[src/rtl/seq_divider_fourbit.sv]
// Sequential restoring divider for unsigned operands.
// Produces one quotient bit per clock by trial subtraction.
// The start/done handshake and the result bus outputs are all registered.
// A zero divisor is reported through div_by_zero with a one-edge latency.
module seq_divider_fourbit #(
    parameter int WIDTH = 4
) (
    input  logic             clk,
    input  logic             reset,
    input  logic             start,
    input  logic [WIDTH-1:0] dividend,
    input  logic [WIDTH-1:0] divisor,
    output logic             busy,
    output logic             done,
    output logic [WIDTH-1:0] quotient,
    output logic [WIDTH-1:0] remainder,
    output logic             div_by_zero
);

    // The iteration counter must be able to hold WIDTH itself.
    localparam int CW = $clog2(WIDTH + 1);

    typedef enum logic [1:0] {
        IDLE = 2'd0,
        RUN  = 2'd1,
        DONE = 2'd2
    } state_t;

    state_t state;
    state_t state_next;

    // Working registers: D shifts out dividend bits, V is the divisor,
    // R is the partial remainder and Q collects quotient bits.
    logic [WIDTH-1:0] d_reg;
    logic [WIDTH-1:0] d_next;
    logic [WIDTH-1:0] v_reg;
    logic [WIDTH-1:0] v_next;
    logic [WIDTH-1:0] r_reg;
    logic [WIDTH-1:0] r_next;
    logic [WIDTH-1:0] q_reg;
    logic [WIDTH-1:0] q_next;
    logic [CW-1:0]    count_reg;
    logic [CW-1:0]    count_next;

    // Next values of the registered outputs.
    logic             busy_next;
    logic             done_next;
    logic [WIDTH-1:0] quotient_next;
    logic [WIDTH-1:0] remainder_next;
    logic             div_by_zero_next;

    // One iteration of the restoring step.
    // The partial remainder is always below 2^(i-1) before step i, so the
    // left shift never loses a set bit and R fits in WIDTH bits.
    logic [WIDTH-1:0] r_shifted;
    logic [WIDTH:0]   trial;

    // Trial subtraction at WIDTH+1 bits; its MSB is the borrow that decides
    // whether this quotient bit is 1 (no borrow) or 0 (restore).
    always_comb begin
        r_shifted = {r_reg[WIDTH-2:0], d_reg[WIDTH-1]};
        trial     = {1'b0, r_shifted} - {1'b0, v_reg};
    end

    // Next-state logic and datapath updates for each FSM state.
    always_comb begin
        state_next       = state;
        d_next           = d_reg;
        v_next           = v_reg;
        r_next           = r_reg;
        q_next           = q_reg;
        count_next       = count_reg;
        busy_next        = busy;
        done_next        = 1'b0;
        quotient_next    = quotient;
        remainder_next   = remainder;
        div_by_zero_next = div_by_zero;

        case (state)
            IDLE: begin
                if (start) begin
                    if (divisor != '0) begin
                        d_next           = dividend;
                        v_next           = divisor;
                        r_next           = '0;
                        q_next           = '0;
                        count_next       = CW'(WIDTH);
                        div_by_zero_next = 1'b0;
                        busy_next        = 1'b1;
                        state_next       = RUN;
                    end else begin
                        // Division by zero skips the iterations entirely;
                        // the result is staged in Q/R and published in DONE.
                        q_next           = '1;
                        r_next           = dividend;
                        div_by_zero_next = 1'b1;
                        state_next       = DONE;
                    end
                end
            end

            RUN: begin
                d_next = {d_reg[WIDTH-2:0], 1'b0};
                if (!trial[WIDTH]) begin
                    r_next = trial[WIDTH-1:0];
                    q_next = {q_reg[WIDTH-2:0], 1'b1};
                end else begin
                    r_next = r_shifted;
                    q_next = {q_reg[WIDTH-2:0], 1'b0};
                end
                count_next = count_reg - CW'(1);
                if (count_reg == CW'(1)) begin
                    state_next = DONE;
                end
            end

            DONE: begin
                quotient_next  = q_reg;
                remainder_next = r_reg;
                done_next      = 1'b1;
                busy_next      = 1'b0;
                state_next     = IDLE;
            end

            default: begin
                state_next = IDLE;
                busy_next  = 1'b0;
            end
        endcase
    end

    // State, working registers and outputs; reset clears everything at once
    // and abandons any operation in flight.
    always_ff @(posedge clk or posedge reset) begin
        if (reset) begin
            state       <= IDLE;
            d_reg       <= '0;
            v_reg       <= '0;
            r_reg       <= '0;
            q_reg       <= '0;
            count_reg   <= '0;
            busy        <= 1'b0;
            done        <= 1'b0;
            quotient    <= '0;
            remainder   <= '0;
            div_by_zero <= 1'b0;
        end else begin
            state       <= state_next;
            d_reg       <= d_next;
            v_reg       <= v_next;
            r_reg       <= r_next;
            q_reg       <= q_next;
            count_reg   <= count_next;
            busy        <= busy_next;
            done        <= done_next;
            quotient    <= quotient_next;
            remainder   <= remainder_next;
            div_by_zero <= div_by_zero_next;
        end
    end

endmodule
[config.mk]
export PLATFORM = sky130hd
export DESIGN_NAME = seq_divider_fourbit
export DESIGN_NICKNAME = d
export VERILOG_FILES = /design/src/rtl/seq_divider_fourbit.sv
export SDC_FILE = /design/constraint.sdc
export NUM_CORES = 1
export LEC_CHECK = 0
export CORE_ASPECT_RATIO = 0.6
export CORE_MARGIN = 4
export CORE_UTILIZATION = 30
export CTS_BUF_LIST = sky130_fd_sc_hd__clkbuf_16
export DETAILED_ROUTE_END_ITERATION = 6
export GPL_ROUTABILITY_DRIVEN = 0
export GPL_TIMING_DRIVEN = 0
export SLEW_MARGIN = 40
export SYNTH_ARGS = -nofsm -noshare
export SYNTH_HDL_FRONTEND = slang
export SYNTH_SLANG_ARGS = --single-unit
[constraint.sdc]
create_clock -name clk -period 4.4 [get_ports clk]
set_input_delay 1.32 -clock clk [delete_from_list [all_inputs] [get_ports clk]]
set_output_delay 1.32 -clock clk [all_outputs]
set_load 0.1 [all_outputs]
## Word-level counts from Yosys, hierarchy flattened

Index checks and enable logic that the tools add are counted.

| storage, ports and cells | value |
|---|---|
| latch bits | 0 |
| bits in writable memories | 0 |
| register bits | 32 |
| output and inout bits | 11 |
| memories kept | 0 |
| bits in read-only memories | 0 |
| bits of input ports | 11 |

| operators by class | value |
|---|---|
| multiply operators | 0 |
| div/mod/pow operators | 0 |
| reductions and logical operators | 9 |
| shift-type cells | 0 |
| equal/unequal tests | 6 |
| bitwise operators | 1 |
| muxes and demuxes | 23 |
| add/sub/neg operators | 2 |
| order comparisons | 0 |

Operators with widths:

| cell | number |
|---|---|
| $mux W4 | 7 |
| $pmux W4 S2 | 3 |
| $reduce_and A3 Y1 | 3 |
| $mux W2 | 3 |
| $mux W3 | 2 |
| $ne A2 B2 Y1 const B | 3 |
| $pmux W3 S2 | 1 |
| $reduce_and A2 Y1 | 3 |
| $mux W1 | 5 |
| $sub A4 B4 Y5 | 1 |
| $pmux W2 S2 | 1 |
| $reduce_bool A4 Y1 | 1 |
| $eq A3 B1 Y1 const B | 1 |
| $sub A3 B1 Y3 const B | 1 |
| $eq A2 B1 Y1 const B | 1 |
| $eq A2 B2 Y1 const B | 1 |
| $logic_not A2 Y1 | 1 |
| $pmux W1 S2 | 1 |
| $reduce_bool A2 Y1 | 1 |
| $not A1 Y1 | 1 |

## Depth between registers and ports, before layout

Gate-level depths: netlist (run 1).

| depth | value |
|---|---|
| depth after elaboration | 4 |
| depth in mapped cells | 8 |
| mapped depth without buffers | 8 |

## Worst setup path after synthesis (run 1)

Ideal clock, no wire load.

| path | value |
|---|---|
| path type | in2reg |
| start point | in divisor[0] |
| end point | reg v_reg[0] |
| library setup time | 125 ps |
| arrival | 2,288 ps |
| path slack | 1,986 ps |
| required time | 4,275 ps |
| cell stages on the path | 3 |
| cells stage by stage | or4_4 nand2b_4 mux2_4 |

| between the ends | value |
|---|---|
| cells in the longest elaborated chain, start to end | 2 |

RTL lines:

| what | RTL line | source |
|---|---|---|
| from (decl) | 12 | `input logic [WIDTH-1:0] divisor,` |
| $reduce_bool A4 Y1 | 82 | `if (divisor != '0) begin` |
| $reduce_and A3 Y1 (no source line) | -- |  |
| to (signal assigned) | 150 | `v_reg <= v_next;` |
| to (decl) | 36 | `logic [WIDTH-1:0] v_reg;` |

Several ways; a longest one is shown, not always the timed one.
A chain may end at the register's enable or synchronous reset.

## Worst setup path in the final report (run 1)

| path | value |
|---|---|
| start point | in divisor[0] |
| end point | reg d_reg[3] |

| between the ends | value |
|---|---|
| cells in the longest elaborated chain, start to end | 3 |

RTL lines:

| what | RTL line | source |
|---|---|---|
| $reduce_bool A4 Y1 | 82 |  |
| $ne A2 B2 Y1 (no source line) | -- |  |
| $reduce_and A3 Y1 (no source line) | -- |  |
| to (signal assigned) | 149 | `d_reg <= d_next;` |
| to (decl) | 34 | `logic [WIDTH-1:0] d_reg;` |

No other way between the ends.

==> impl_metrics.ini, run 1 <==
[synth]
synth_edf_count = 0
seq_area_frac_synth_pct = 51.7
async_flop_share_pct = 100
ys_ff_latch = 32
synthCells = 136
synthDistinctLibCells = 32
synth_ff_type = dfrtp_1
syn_area_sq_mm = 0.00155
synth_warnings = 0
synth.avg_cell_area_sq_um = 11.4
syn_nets = 154

[worst_setup_path]
cp.required_ns = 4.55
start_kind = input port
arrival_ns = 2.85
worst-path-max-fanout = 10
worstSetupPathType = input port to flop
endpoint_kind = flop

[detailed_routing]
remaining_drc_errors = 0
viasPerCell = 4.80
drt_pass1_iterations = 4
wire_per_inst_um = 14.6
drtIter0Drc = 84
ant_nets = 0
dr_total_vias = 1094
routed_wl_um = 3330

[global_route]
use_met1_pct = 15.6
use_met3_pct = 4.19
grt_pass1_wl_um = 5620
grt_usage_pct = 11.5
grt_max_degree = 33
grt-ovfl-total = 0
grt.busiest_layer = met2
grt_pass1_vias = 1135
grt_antenna_before_repair = 0
met2_usage_pct = 16.9

[sta]
rsz0062_at_grt = no
timing.fmax_mhz = 371
setup_tns_ns = 0
skew_ns = 0.00390
maxSlewViolCount = 0
holdWs_ns = 0.492
fin_crit_sh_pct = 61.3
period_needed_ns = 2.70
hold_violations = 0
setup_viol = 0
worstMarginPinSlew_ns = 0.658
maxSlewHeadroom_pct = 56.1

[clock_network]
htree_levels = 2
clockRootBuffer = clkbuf_16
clk_latency_ns = 0.27
clockBufferDepth = 2
clock_sinks = 32
cts_resized = 0
cts_hold_buf = 0
path_clk_slew_ns = 0.05
numCtsBuffers = 5
post-cts-setup-buffer-count = 0
cts_tree = yes

[cells_and_area]
diodes = 0
nets = 182
drive_above_1_share_pct = 26.7
fin_area_sq_mm = 0.00192
area_growth_pct = 24.1
fin_util_pct = 40.2

[hold_path]
hold_path.class = flop to flop

[job]
cap_violations = 0

[outcome]
outcome = complete, no violations

[die]
core_sq_mm = 0.00478
io-pin-count = 22
chipWidth_um = 101
die-area_sq_mm = 0.00641
initial_utilization_pct = 32.4
row_count = 19
die_y_um = 63.7

[place]
placed_cell_area_sq_mm = 0.00178
hpwl_um = 2600
io_buffers = 21
[path summary, 6_finish.rpt]
path / cells past startpoint / slack (ns) / end / from
max: 6 / 1.70 / d_reg[3] / divisor[0]
min: 1 / 0.49 / div_by_zero / div_by_zero
max reg2reg: 8 / 2.19 / r_reg[0] / d_reg[3]
min reg2reg: 1 / 0.49 / div_by_zero / div_by_zero
max in group asynchronous: 2 / 2.49 / count_reg[1] / reset
min in group asynchronous: 2 / 1.48 / quotient[3] / reset
[stage by stage]
stage	std cells	setup slack (ns)
5_1_grt	228	1.56
6_report	228	1.70
4_1_cts	228	1.71
3_3_place_gp	220	1.41
3_5_place_dp	220	1.42
2_1_floorplan	136	1.99
[cell usage in the layout, fill, tap and decap left out, types with 3 or more instances in the layout]
| master | instances |
|---|---|
| clkbuf_16 | 5 |
| clkdlybuf4s50_1 | 10 |
| ha_1 | 6 |
| mux2_2 | 9 |
| mux2_4 | 4 |
| buf_2 | 15 |
| o21ai_0 | 10 |
| o22ai_1 | 3 |
| mux2i_1 | 5 |
| a22oi_1 | 3 |
| nand2_1 | 4 |
| inv_1 | 10 |
| nor2_1 | 8 |
| dfrtp_1 | 32 |
| a21oi_1 | 14 |
[logic make-up (layout without fill, tap and decap cells)]
family | after synthesis | after routing | share of synthesized area, %
AOI/OAI and AO/OA | 37 | 37 | 14.0
DFF | 32 | 32 | 51.7
and+or+nand+nor | 24 | 24 | 8.72
muxes | 18 | 18 | 13.7
buffers and inverters | 16 | 45 | 4.69
adders and majority gates | 7 | 7 | 6.14
xor gates and xnor gates | 2 | 2 | 1.13
[synth_stat cells, types with 2 or more instances]
| master | instances | area [sq um] |
|---|---|---|
| dfrtp_1 | 32 | 801 |
| a21oi_1 | 14 | 70.1 |
| inv_1 | 11 | 41.3 |
| o21ai_0 | 10 | 50.1 |
| mux2_2 | 9 | 101 |
| nor2_1 | 8 | 30.0 |
| ha_1 | 6 | 75.1 |
| mux2i_1 | 5 | 50.1 |
| buf_2 | 4 | 20.0 |
| mux2_4 | 4 | 60.1 |
| nand2_1 | 4 | 15.0 |
| a22oi_1 | 3 | 22.5 |
| o22ai_1 | 3 | 18.8 |
| a21o_1 | 2 | 15.0 |
| nand3_1 | 2 | 10.0 |
| nor2_2 | 2 | 12.5 |
| xor2_1 | 2 | 17.5 |
[layer usage]
metal	up-vias	share of wire, %	routed length, um
met5	-	0	0
met4	0	0.78	26
met3	5	5.7	191
met2	27	45	1500
met1	522	48	1610
li1	540	-	-
[worst max-delay path, stage by stage]
cell,delay [ns]
clkdlybuf4s50_1,0.46
o41ai_1,0.54
a21oi_1,0.17
buf_2,0.20
nor2_1,0.10
a21oi_1,0.05
[area by class of cell]
cell class / instances / area (sq um)
plain buffers: 5 / 31.3
clock buffers: 5 / 125
repair buffers: 21 / 155
fillers: 447 / 2860
flip-flops and latches: 32 / 801
well taps: 63 / 78.8
multi-input cells: 88 / 676
clock inverters: 3 / 13.8
inverters: 11 / 41.3
Power of run 1 is not shown: default switching activity piles up to over one toggle a cycle in this logic, so the estimate is an artifact.
==> run 2: changes to the inputs <==
==> constraint.sdc (replaced) <==
create_clock -name clk -period 2.4 [get_ports clk]
set_input_delay 0.72 -clock clk [delete_from_list [all_inputs] [get_ports clk]]
set_output_delay 0.72 -clock clk [all_outputs]
set_load 0.1 [all_outputs]
==> results of run 2 <==
Same layout as run 1 (identical final DEF). Status: complete, no violations.
Main changes from that run: setup slack after placement 1.42 ns -> 0.0200 ns; setup slack after layout 1.70 ns -> 0.193 ns; start point of the critical path divisor[0] -> d_reg[3]; end point of the critical path d_reg[3] -> r_reg[0]; register-to-register setup slack 2.19 ns -> 0.19 ns
Power of run 2 is left out for the same reason.
==> run 3: changes to the inputs <==
--- a/config.mk
+++ b/config.mk
@@ -12,6 +12,7 @@
 export DETAILED_ROUTE_END_ITERATION = 6
 export GPL_ROUTABILITY_DRIVEN = 0
 export GPL_TIMING_DRIVEN = 0
+export REMOVE_ABC_BUFFERS = 1
 export SLEW_MARGIN = 40
 export SYNTH_ARGS = -nofsm -noshare
 export SYNTH_HDL_FRONTEND = slang
==> run 3 against run 2 <==
  * Critical path depth unchanged
  * Core utilization decreased by 0.079 points
  * Wire length shrank 1.8%
  * Clock skew about the same
  * Non-clock buffer count shrank 5
  * Register-to-register slack lost 0.02 ns
  * Hold slack worse by 0.0070 ns
  * Final cell count fell by 2.2%
  * Sequential share of layout area grew 0.081 points
  * Design area down 0.20%
  * Global-route usage decreased by 0.19 points
  * Via count down 0.73%
  * Critical path type unchanged
  * Highest routed layer unchanged
==> impl_metrics.ini, run 3 (same netlist as run 1, synthesis figures left out) <==
[die]
die-area_sq_mm = 0.00641
row_count = 19
die_y_um = 63.7
core_sq_mm = 0.00478
io-pin-count = 22
chipWidth_um = 101
initial_utilization_pct = 32.4

[place]
io_buffers = 21
pre_cts_ws_ns = -0.129
hpwl_um = 2490

[detailed_routing]
drtIter0Drc = 43
ant_nets = 0
drt_pass1_iterations = 4
viasPerCell = 4.87
wire_per_inst_um = 14.6
remaining_drc_errors = 0
routed_wl_um = 3270
dr_total_vias = 1086

[global_route]
grt_usage_pct = 11.3
grt_pass1_vias = 1077
grt_max_degree = 33
grt_pass1_wl_um = 5420
grt_antenna_before_repair = 0
grt-ovfl-total = 0

[clock_network]
clockRootBuffer = clkbuf_16
cts_resized = 0
clk_latency_ns = 0.27
cts_tree = yes
post-cts-setup-buffer-count = 0
clock_sinks = 32
path_clk_slew_ns = 0.05
clockBufferDepth = 2
cts_hold_buf = 0
htree_levels = 2
numCtsBuffers = 5

[cells_and_area]
nets = 177
multi_input_area_sq_um = 679
regArea_sq_um = 801
final_common_cell = dfrtp_1
fin_util_pct = 40.1
fillers = 455
drive_above_1_share_pct = 24.4
area_growth_pct = 23.8
diodes = 0
final_cell_mix = dfrtp_1, a21oi_1, buf_2

[worst_setup_path]
worstSetupPathType = flop to flop
rr_worst_depth = 8
worst-path-max-fanout = 6
cp.required_ns = 2.59
arrival_ns = 2.41
endpoint_kind = flop
start_kind = flop

[sta]
maxSlewViolCount = 0
setup_viol = 0
worstMarginPinSlew_ns = 0.658
maxSlewHeadroom_pct = 56.1
setup_tns_ns = 0
fin_crit_sh_pct = 92.6
setup_ws_ns = 0.177
period_needed_ns = 2.22
rsz0062_at_grt = no
timing.fmax_mhz = 450
skew_ns = 0.00359
hold_violations = 0

[hold_path]
hold_path.class = flop to flop
hold_depth = 1

[outcome]
outcome = complete, no violations

[job]
cap_violations = 0
run 3: changes by cell type in the layout (fill, tap and decap cells not counted), sizes merged:
cell	change
bufinv	+1
buf	-5
clkinv	-1
run 3: final timing paths:
check                                to  slack [ns]        start
max                            r_reg[0]        0.18     d_reg[3]
min                         div_by_zero        0.49  div_by_zero
max reg2reg                    r_reg[0]        0.18     d_reg[3]
min reg2reg                 div_by_zero        0.49  div_by_zero
max in group asynchronous  count_reg[1]        1.10        reset
min in group asynchronous  remainder[2]        0.87        reset
run 3: metrics by stage:
stage,cell area (sq um),std cells,hold slack [ns]
floorplan,1520,131,0.444
global placement,1810,215,0.486
detailed placement,1750,215,0.469
CTS,1910,223,0.493
global route,1920,223,0.509
finish,1920,223,0.485
run 3: worst max-delay path, cell delays in order (launching register included):
cell and delay [ns]:
dfrtp_1 0.37, inv_1 0.07, ha_1 0.18, inv_1 0.06, fa_1 0.42, a21o_1 0.19
a21oi_2 0.34, mux2_2 0.38, o21ai_0 0.13
run 3: routing by layer:
| layer | share of wire, % | GRT usage, % |
|---|---|---|
| met3 | 7.7 | 4.96 |
| met4 | 1.9 | 5.21 |
| met2 | 42 | 14.6 |
| met5 | 0 | 0 |
| met1 | 49 | 15.8 |
run 3: final cells by class:
type,count,share of cell area (%)
Sequential cell,32,41.7
Multi-Input combinational cell,88,35.4
Timing Repair Buffer,21,8.09
Clock buffer,5,6.52
Tap cell,63,4.11
Inverter,11,2.15
Clock inverter,3,1.96
Power of run 3 is left out for the same reason.
